**config.mk**
```make
export PLATFORM = sky130hd
export DESIGN_NAME = onchip_mem_arbiter
export DESIGN_NICKNAME = d
export VERILOG_FILES = /design/src/rtl/onchip_mem_arbiter.sv
export SDC_FILE = /design/constraint.sdc
export NUM_CORES = 1
export LEC_CHECK = 0
export CAP_MARGIN = 20
export CORE_AREA = 2 2 107 109
export CTS_CLUSTER_SIZE = 28
export DETAILED_ROUTE_END_ITERATION = 16
export DIE_AREA = 0 0 109 111
export PLACE_DENSITY = 0.62
export SYNTH_ARGS = -nofsm -noshare
export SYNTH_HDL_FRONTEND = slang
export SYNTH_SLANG_ARGS = --single-unit
```
**constraint.sdc**
```tcl
create_clock -name clk -period 2.6 [get_ports clk]
set_clock_uncertainty 0.1 [all_clocks]
set_input_delay 0.65 -clock clk [delete_from_list [all_inputs] [get_ports clk]]
set_output_delay 0.65 -clock clk [all_outputs]
set_load 0.01 [all_outputs]
```
**src/rtl/onchip_mem_arbiter.sv**
```systemverilog
// onchip_mem_arbiter: round-robin sharing of one single-port 32-bit on-chip
// memory between two Avalon-style masters. One access is granted per cycle,
// read data is routed back to the issuing port one cycle later, out-of-range
// accesses are filtered with an error pulse, and contended cycles are counted.
module onchip_mem_arbiter #(
  parameter int DEPTH = 5120,
  parameter int AW    = 13,
  parameter int CNT_W = 16
) (
  input  logic             clk,
  input  logic             reset,
  input  logic [AW-1:0]    m0_address,
  input  logic [3:0]       m0_byteenable,
  input  logic             m0_read,
  input  logic             m0_write,
  input  logic [31:0]      m0_writedata,
  output logic             m0_waitrequest,
  output logic [31:0]      m0_readdata,
  output logic             m0_readdatavalid,
  output logic             m0_err,
  input  logic [AW-1:0]    m1_address,
  input  logic [3:0]       m1_byteenable,
  input  logic             m1_read,
  input  logic             m1_write,
  input  logic [31:0]      m1_writedata,
  output logic             m1_waitrequest,
  output logic [31:0]      m1_readdata,
  output logic             m1_readdatavalid,
  output logic             m1_err,
  output logic [AW-1:0]    mem_address,
  output logic [3:0]       mem_byteenable,
  output logic             mem_chipselect,
  output logic             mem_write,
  output logic [31:0]      mem_writedata,
  input  logic [31:0]      mem_readdata,
  output logic [CNT_W-1:0] contention_count
);

  // DEPTH widened by one bit so DEPTH == 2**AW still compares correctly.
  localparam logic [AW:0] DEPTH_L = DEPTH[AW:0];

  function automatic logic [CNT_W-1:0] sat_inc(input logic [CNT_W-1:0] v);
    return (&v) ? v : v + 1'b1;
  endfunction

  function automatic logic addr_ok(input logic [AW-1:0] a);
    return {1'b0, a} < DEPTH_L;
  endfunction

  logic             req0, req1;
  logic             gnt0, gnt1, grant;
  logic [AW-1:0]    win_addr;
  logic [3:0]       win_be;
  logic [31:0]      win_wd;
  logic             win_wr, win_rd, in_range;
  logic             ret_ok;

  // last_grant_q = 1 means port 1 won most recently, so port 0 wins a tie.
  logic             last_grant_q, last_grant_d;
  logic             rd_valid_q, rd_valid_d;
  logic             rd_port_q, rd_port_d;
  logic             rd_oor_q, rd_oor_d;
  logic [1:0]       err_q, err_d;
  logic [CNT_W-1:0] cnt_q, cnt_d;

  // Arbitration: lone requester wins, a tie goes to the port that did not win last.
  always_comb begin
    req0 = m0_read | m0_write;
    req1 = m1_read | m1_write;
    gnt0 = 1'b0;
    gnt1 = 1'b0;
    if (!reset) begin
      if (req0 && req1) begin
        gnt0 = last_grant_q;
        gnt1 = ~last_grant_q;
      end else begin
        gnt0 = req0;
        gnt1 = req1;
      end
    end
    grant = gnt0 | gnt1;
  end

  // Memory-side mux of the winning port; everything is zero with no grant.
  always_comb begin
    win_addr = '0;
    win_be   = '0;
    win_wd   = '0;
    win_wr   = 1'b0;
    win_rd   = 1'b0;
    if (gnt0) begin
      win_addr = m0_address;
      win_be   = m0_byteenable;
      win_wd   = m0_writedata;
      win_wr   = m0_write;
      win_rd   = m0_read & ~m0_write;
    end else if (gnt1) begin
      win_addr = m1_address;
      win_be   = m1_byteenable;
      win_wd   = m1_writedata;
      win_wr   = m1_write;
      win_rd   = m1_read & ~m1_write;
    end
    in_range       = addr_ok(win_addr);
    mem_address    = win_addr;
    mem_byteenable = win_be;
    mem_writedata  = win_wd;
    mem_write      = grant & win_wr;
    mem_chipselect = grant & in_range;
  end

  // Next state: grant history, read-return tracking, error pulses, counter.
  always_comb begin
    last_grant_d = grant ? gnt1 : last_grant_q;
    rd_valid_d   = grant & win_rd;
    rd_port_d    = gnt1;
    rd_oor_d     = ~in_range;
    err_d        = {gnt1 & ~in_range, gnt0 & ~in_range};
    cnt_d        = (req0 & req1) ? sat_inc(cnt_q) : cnt_q;
  end

  // State registers with synchronous reset.
  always_ff @(posedge clk) begin
    if (reset) begin
      last_grant_q <= 1'b1;
      rd_valid_q   <= 1'b0;
      rd_port_q    <= 1'b0;
      rd_oor_q     <= 1'b0;
      err_q        <= 2'b00;
      cnt_q        <= '0;
    end else begin
      last_grant_q <= last_grant_d;
      rd_valid_q   <= rd_valid_d;
      rd_port_q    <= rd_port_d;
      rd_oor_q     <= rd_oor_d;
      err_q        <= err_d;
      cnt_q        <= cnt_d;
    end
  end

  // Port-side outputs; reset masks any return or error still in the pipe.
  always_comb begin
    m0_waitrequest   = ~gnt0;
    m1_waitrequest   = ~gnt1;
    ret_ok           = rd_valid_q & ~reset;
    m0_readdatavalid = ret_ok & ~rd_port_q;
    m1_readdatavalid = ret_ok & rd_port_q;
    m0_readdata      = (m0_readdatavalid && !rd_oor_q) ? mem_readdata : '0;
    m1_readdata      = (m1_readdatavalid && !rd_oor_q) ? mem_readdata : '0;
    m0_err           = err_q[0] & ~reset;
    m1_err           = err_q[1] & ~reset;
    contention_count = cnt_q;
  end

endmodule
```
## Word level (Yosys, flattened, before mapping)

Index checks and enable logic that the tools add are counted.

- Add/subtract/negate cells: 1
- Mux-type cells: 16
- Reduce and logical (&&, ||, !) cells: 6
- Bitwise operators: 25
- Magnitude comparators: 1

Operators with widths:

| cell | number |
|---|---|
| $mux 32 | 4 |
| $mux 13 | 2 |
| $add 16x1->16 const B | 1 |
| $reduce_and 16->1 | 1 |
| $and 1x1->1 | 13 |
| $lt 13x13->1 const B | 1 |
| $not 1->1 | 9 |
| $mux 1 | 8 |
| $mux 4 | 2 |
| $logic_and 1x1->1 | 3 |
| $or 1x1->1 | 3 |
| $reduce_and 2->1 | 1 |
| $logic_not 1->1 | 1 |

- Output and inout bits: 137
- Bits of input ports: 136
- Register bits after elaboration: 22

## Longest topological paths before layout

Gate-level depths: netlist of the first run.

- Depth after elaboration: 9
- Gate-level depth with buffers: 7
- Gate-level depth less buffers: 5

## Worst setup path after synthesis of the first run

OpenSTA, ideal clock, no wires.

- Path kind: input to output
- Start point: input port m0_write
- End point: output port mem_chipselect
- Data arrival time: 1.752 ns
- Data required time: 1.850 ns
- Slack: 0.098 ns
- Buffers on the path: 1
- Cell stages on the path: 6
- Path through: or2_1 > and3_1 > clkbuf_1 > inv_1 > o32ai_2 > a211oi_1

- Cells in the longest elaborated chain, start to end: 8
- Elaborated cells on any way between the ends: 11
- Those cells by class: 1 x order compare; 6 x mux; 3 x bitwise; 1 x reduce/logical

RTL lines:

| item | RTL line | RTL |
|---|---|---|
| from (decl) | 15 | `input logic m0_write,` |
| $or 1x1->1 (*) | 68 | `req0 = m0_read \| m0_write;` |
| $logic_and 1x1->1 | 73 | `if (req0 && req1) begin` |
| $mux 1 | 73 |  |
| $mux 1 | 72 | `if (!reset) begin` |
| $mux 13 | 97 | `end else if (gnt1) begin` |
| $mux 13 | 91 | `if (gnt0) begin` |
| $lt 13x13->1 | 47 | `return {1'b0, a} < DEPTH_L;` |
| $and 1x1->1 (*) | 109 | `mem_chipselect = grant & in_range;` |
| to (decl) | 32 | `output logic mem_chipselect,` |

Mark *: on every way between the ends. The rest lies on a longest branch, timed or not.

## Worst setup path after layout of the first run

- Start point: input port m0_write
- End point: output port mem_writedata[7]

- Cells in the longest elaborated chain, start to end: 6
- Elaborated cells on any way between the ends: 8
- Those cells by class: 6 x mux; 1 x bitwise; 1 x reduce/logical

RTL lines:

| item | RTL line | RTL |
|---|---|---|
| $or 1x1->1 (*) | 68 |  |
| $logic_and 1x1->1 | 73 |  |
| $mux 1 | 73 |  |
| $mux 1 | 72 |  |
| $mux 32 | 97 |  |
| $mux 32 (*) | 91 |  |
| to (decl) | 34 | `output logic [31:0] mem_writedata,` |

Marks and branches as above.

==> results by group, run 1 <==
Timing
  – RSZ-0062 raised after global routing: yes
  – Setup WS post-layout: -0.2615 ns
  – Max Freq: 349.5 MHz
  – Max transition margin: approximately three fifths
  – Final slew viol count: 0
  – Period utilization: 110.1%
  – Setup violations, final: 49
  – Tmin final: 2.861 ns
  – Setup_tns: -8.339 ns
  – Worst-margin pin slew: 0.5764 ns
  – Final hold vios: 0

Setup path
  – Reg2reg start: contention_count[0]
  – CP peak stage delay: 0.28 ns
  – CP Class: input port to output pin
  – Crit path launch type: input port
  – Worst Setup SP: m0_write
  – Worst EP arrival: 2.11 ns
  – Top cell by count, worst path: buf_6
  – WP data required: about 1.9 ns
  – Flop-to-flop setup slack: 0.65 ns
  – Critical-path cell list: buf_6 -> or2_4 -> a211oi_4 -> buf_6 -> buf_6 -> buf_8 -> buf_12 -> buf_12 -> a22o_1 -> buf_2
  – Reg2reg path depth: 5
  – CP max-delay cell: a211oi_4
  – CP bufs+invs: 7
  – Element type at the critical path end: output pin
  – Crit Path Max Fanout: 5
  – Cell family contributing the most delay on the critical path: buffers and inverters
  – Reg2reg end: contention_count[11]

Layout
  – # diodes: 0
  – Nets: 712
  – Area delta synth->final: 159.4%
  – Final instance area: approximately 0.0054 mm²
  – Multi-input gate area: 0.001590 mm²
  – Storage element area: around 440 µm²
  – Share of cells above drive strength 1: approximately 28%
  – Fillers: 1095

Die
  – Die area: 0.01210 mm²
  – IO Pins: between 200 and 300
  – Core Area: about 0.011 mm²
  – # rows: 39
  – Die Ht: 111 µm
  – Die width: 109 µm
  – Initial Utilization: 18.68%

Worst hold path
  – Hold Startpoint: contention_count[1]
  – Min-Delay Path Class: register to register
  – WHS Endpoint: contention_count[1]
  – Hold depth: 2

Global routing
  – Initial antenna violation count: 0
  – Total track usage: ~20%
  – GRT Residual Overflow: 0
  – Via count of the first global-routing pass: 3348
  – Largest net degree at the start of global routing: 33
  – First-pass GRT wire length: 18720 µm

Placed design
  – Placed Instance Area: approximately 0.0051 mm²
  – GP Congestion: roughly 0.85
  – Port Buffers: 272
  – Dpl hpwl: 9550 µm

CTS
  – H-Tree Level Count: 1
  – CTS Buffer Depth: 2
  – Clock transition at the registers of the reported paths: about 0.060 ns
  – CTS buffer count: 3
  – Root buffer cell: clkbuf_16
  – Clk_lat worst skew: between 0.2 and 0.3 ns
  – Clock tree sinks: 22
  – CTS tree: done

Outcome
  – Status: complete, but fails checks
  – Failing checks: negative setup slack

Drt
  – Final WL: 12530 µm
  – Vias/cell: 4.522
  – Iter 0 DRT Violations: 101
  – ANT nets after route: 0
  – Initial DRT Pass Iterations: 4
  – Max layer used: met4
  – Post-route met1 wirelength: between 4000 and 5000 µm
  – Met2 Wirelength: 6749 µm
  – DR WL met3: 981 µm
  – Via Count: 3242
  – WL/cell: 17.47 µm
  – DRC: 0

Pwr
  – Max IR drop VDD: 0.2165 mV
  – P_int: between 1 and 1.5 mW
  – Clock share of power: 25.0%
  – Logic pwr share: between 50% and 60%
  – NetSw: 0.3993 mW
  – Sw frac: 27.98%
  – Static leakage: 2.502 nW
  – Sequential Power Share: 24.9%
  – Pwr dens: 265.9 mW/mm²

Synth
  – Most common cell in the netlist: and2_1
  – Part of the Yosys area used for sequential elements: 21.28%
  – Yosys Warn Count: 0
  – Distinct cell type count after synthesis: 42
  – Synth top area share: around a fifth
  – Post-synthesis register bit count: 22
  – Post-Syn Nets: 405
  – Synth cell count leaders: and2_1 (66), a22o_1 (48), dfxtp_1 (22)
  – Synthesized area: 0.002069 mm²
  – Syn Inst Count: 268
  – Post-synthesis average cell area: 7.722 µm²
  – Post-synth EDFFs: 0
  – Synth top area cells: dfxtp_1 (21%), a22o_1 (20%), and2_1 (20%), a21oi_1 (2.9%), nor2_1 (2.2%)
  – Synth area leader: dfxtp_1
  – Ys flop type: dfxtp_1
  – Async SR Flop Fraction: 0%

Job
  – MaxCap Viol Count: 0
cells in the final DEF (no fill, tap or decap), types with 3 or more instances in the layout:
cell             instances
a21oi_1                 12
a22o_1                  48
and2_1                  64
buf_12                   7
buf_16                   4
buf_2                   45
buf_4                   27
buf_6                   25
clkbuf_16                3
clkbuf_2                14
clkdlybuf4s15_2          4
clkdlybuf4s50_1        149
dfxtp_1                 22
dlygate4sd2_1           43
inv_1                    4
nand2_1                 11
nand3_1                  6
nor2_1                  11
nor2b_1                  5
nor3_1                   5
o21ai_0                  5
o31ai_1                  3
or3_1                    3
or4_1                    4
logic make-up (layout without fill, tap and decap cells):
group	Yosys count	in the layout	share of synthesized area, %
and+or+nand+nor	133	133	39.30
buffers and inverters	27	333	5.986
DFF	22	22	21.28
muxes	3	3	1.572
adders and majority gates	1	1	0.6045
AOI/OAI and AO/OA	82	82	31.26
worst max path at each step:
stage | to | slack, ns | cells past startpoint
after detailed placement | mem_writedata[6] | -0.87 | 6
after CTS | mem_writedata[7] | -0.27 | 11
after global routing | mem_writedata[6] | -0.31 | 10
after floorplan | mem_chipselect | 0.1 | 6
after global placement | mem_writedata[6] | -0.85 | 6
final | mem_writedata[7] | -0.26 | 10
routing by layer:
metal  GRT usage [%]  up-vias
li1                -     1608
met1           21.94     1466
met2           38.14      152
met3           3.233       16
met4           5.983        0
met5               0        -
registers in the layout, indices dropped and copies added, names as in the netlist:
name and count:
contention_count 16, last_grant_q 1, err_q 2, rd_valid_q 1
rd_oor_q 1, rd_port_q 1
what timing repair did:
action,4_1_cts,5_1_grt
hold buffers,0,0
gates resized for setup,377,32
cloned,10,0
pin swaps,26,21
setup buffers,22,2
setup endpoints to repair,121,69
cell type report:
class                   instances  share of cell area [%]
repair buffers                322                   56.60
multi-input cells             219                   29.63
flip-flops and latches         22                   8.205
well taps                     143                   3.333
clock buffers                   4                   1.655
inverters                       7                  0.5828
worst register-to-register path, delay by kind of cell, from the launching register on:
family | cells | cell delay [ns]
AND/OR/NAND/NOR | 3 | 0.79
multiplexers | 1 | 0.29
flip-flops | 1 | 0.38
adder cells (fa/ha/maj) | 1 | 0.28
per-stage QoR:
stage / hold WS, ns / cells / setup slack, ns / power [mW] / utilization (%)
3_3_place_gp: 0.3892 / 687 / -0.8492 / 1.029 / 46.15
4_1_cts: 0.4024 / 722 / -0.2720 / 1.466 / 49.94
3_5_place_dp: 0.3924 / 687 / -0.8741 / 1.033 / 46.15
2_1_floorplan: 0.4025 / 268 / 0.09762 / 0.5622 / -
6_report: 0.3989 / 717 / -0.2615 / 1.427 / 48.46
5_1_grt: 0.4306 / 717 / -0.3144 / 1.496 / 48.46
power by group through the flow:
stage	clock network [mW]	logic (mW)	registers, mW
6_report	0.357	0.715	0.355
5_1_grt	0.380	0.760	0.356
4_1_cts	0.366	0.744	0.355
3_5_place_dp	0	0.672	0.361
3_3_place_gp	0	0.668	0.361
2_1_floorplan	0	0.200	0.362
Power figures use the tool's default switching activity.
==> run 2, diff against run 1 <==
--- a/config.mk
+++ b/config.mk
@@ -10,6 +10,7 @@
 export CTS_CLUSTER_SIZE = 28
 export DETAILED_ROUTE_END_ITERATION = 16
 export DIE_AREA = 0 0 109 111
+export GPL_TIMING_DRIVEN = 0
 export PLACE_DENSITY = 0.62
 export SYNTH_ARGS = -nofsm -noshare
 export SYNTH_HDL_FRONTEND = slang
==> results by group, run 2 (synthesis gave the netlist of run 1 again) <==
Setup path
  – CP Class: input port to output pin
  – Crit path launch type: input port
  – Flop-to-flop setup slack: 0.78 ns
  – Reg2reg path depth: 4
  – Reg2reg start: contention_count[5]
  – Element type at the critical path end: output pin
  – Worst EP arrival: between 2 and 2.5 ns
  – WP data required: 1.85 ns
  – Reg2reg end: contention_count[13]
  – Crit Path Max Fanout: 3

Worst hold path
  – Min-Delay Path Class: register to register
  – Hold Startpoint: contention_count[1]
  – WHS Endpoint: contention_count[1]
  – Hold depth: 2

Timing
  – Setup_tns: -2.375 ns
  – Final hold vios: 0
  – Period utilization: 106.3%
  – Setup violations, final: 44
  – Max Freq: between 300 and 400 MHz
  – Final slew viol count: 0
  – Max transition margin: 64.86%
  – Worst-margin pin slew: 0.5230 ns
  – Tmin final: 2.763 ns
  – Setup WS post-layout: -0.1632 ns
  – RSZ-0062 raised after global routing: yes

Global routing
  – Via count of the first global-routing pass: 3245
  – Initial antenna violation count: 0
  – Total track usage: 18.54%
  – Largest net degree at the start of global routing: 14
  – First-pass GRT wire length: 17530 µm
  – GRT Residual Overflow: 0

Drt
  – Iter 0 DRT Violations: between 100 and 150
  – Final WL: 11810 µm
  – Initial DRT Pass Iterations: 4
  – Vias/cell: around 4.6
  – ANT nets after route: 0
  – WL/cell: about 17 µm
  – Via Count: 3231
  – DRC: 0

Die
  – IO Pins: 273
  – Die width: 109 µm
  – Initial Utilization: 18.68%
  – Die Ht: 111 µm
  – # rows: 39
  – Die area: roughly 0.012 mm²
  – Core Area: approximately 0.011 mm²

Layout
  – Most frequent cells in the layout: clkdlybuf4s50_1 (150), and2_1 (65), buf_2 (63)
  – Commonest non-fill, non-tap cell in the layout: clkdlybuf4s50_1
  – Area delta synth->final: 149.0%
  – # diodes: 0
  – Nets: 703
  – Final instance area: 0.005152 mm²
  – Max reg flops: 16
  – Share of cells above drive strength 1: roughly 28%

CTS
  – CTS tree: done
  – Clk_lat worst skew: 0.26 ns
  – CTS Buffer Depth: 2
  – CTS buffer count: 3
  – H-Tree Level Count: 1
  – Clock transition at the registers of the reported paths: 0.06 ns
  – Clock tree sinks: 22
  – Root buffer cell: clkbuf_16

Placed design
  – Port Buffers: 272
  – GP Congestion: 0.8491
  – Placed Instance Area: 0.004971 mm²
  – Pre-CTS setup slack: -1.366 ns
  – Dpl hpwl: 9658 µm

Job
  – MaxCap Viol Count: 0

Outcome
  – Status: complete, but fails checks
  – Failing checks: negative setup slack

Pwr
  – Max IR drop VDD: around 0.23 mV
  – Pwr dens: 283.6 mW/mm²
  – Static leakage: 2.403 nW
run 2: changes by cell type in the layout (fill, tap and decap cells not counted), moves of 3 or more:
cell             change
clkdlybuf4s15_1      +3
buf_6                +3
clkdlybuf4s15_2      -4
buf_4               -14
buf_8                +3
buf_2               +18
dlygate4sd2_1       -14
buf_12               -5
run 2: per-stage QoR:
stage / utilization [%] / hold slack (ns) / instances / total power, mW
detailed placement: 44.88 / 0.4008 / 683 / 1.005
CTS: 46.89 / 0.4097 / 710 / 1.479
global route: 46.52 / 0.4478 / 708 / 1.527
global placement: 44.88 / 0.3952 / 683 / 0.9988
floorplan: - / 0.4025 / 268 / 0.5622
finish: 46.52 / 0.4046 / 708 / 1.461
run 2: critical path: stages:
cell,delay (ns)
buf_8,0.10
or2_4,0.25
a211oi_4,0.21
buf_6,0.14
buf_12,0.12
inv_8,0.03
o32ai_4,0.28
a211oi_2,0.07
buf_2,0.15
run 2: what timing repair did:
item,4_1_cts,5_1_grt
setup buffers,18,0
hold buffers,0,0
setup endpoints to repair,121,83
cloned,6,1
resized for setup,448,39
pin swaps,44,9
run 2: power breakdown:
| group | internal [mW] | switching (mW) |
|---|---|---|
| clock network | 0.306 | 0.134 |
| registers | 0.347 | 0.0109 |
| logic | 0.409 | 0.255 |
run 2: worst max-delay path by stage:
stage                     slack [ns]     start  cells after the start              end
after CTS                      -0.20   m0_read                      9   mem_chipselect
after detailed placement       -1.37     reset                      9  mem_address[12]
after floorplan                  0.1  m0_write                      6   mem_chipselect
after global placement         -1.31     reset                      9  mem_address[12]
final                          -0.16   m0_read                      9   mem_chipselect
after global routing           -0.23   m0_read                      9   mem_chipselect
run 2: per-layer routing:
metal / track usage (%) / share of wire [%] / vias to the layer above
li1: - / - / 1582
met1: 20.38 / 38 / 1485
met2: 35.32 / 53 / 152
met3: 3.527 / 7.4 / 12
met4: 4.872 / 1.8 / 0
met5: 0 / 0 / -
run 2: area by class of cell:
cell class,count,area (µm²)
fillers,1119,5924
repair buffers,296,2630
multi-input cells,219,1587
flip-flops and latches,22,440.4
well taps,143,178.9
plain buffers,17,177.7
clock buffers,3,75.07
inverters,7,33.78
clock inverters,1,30.03
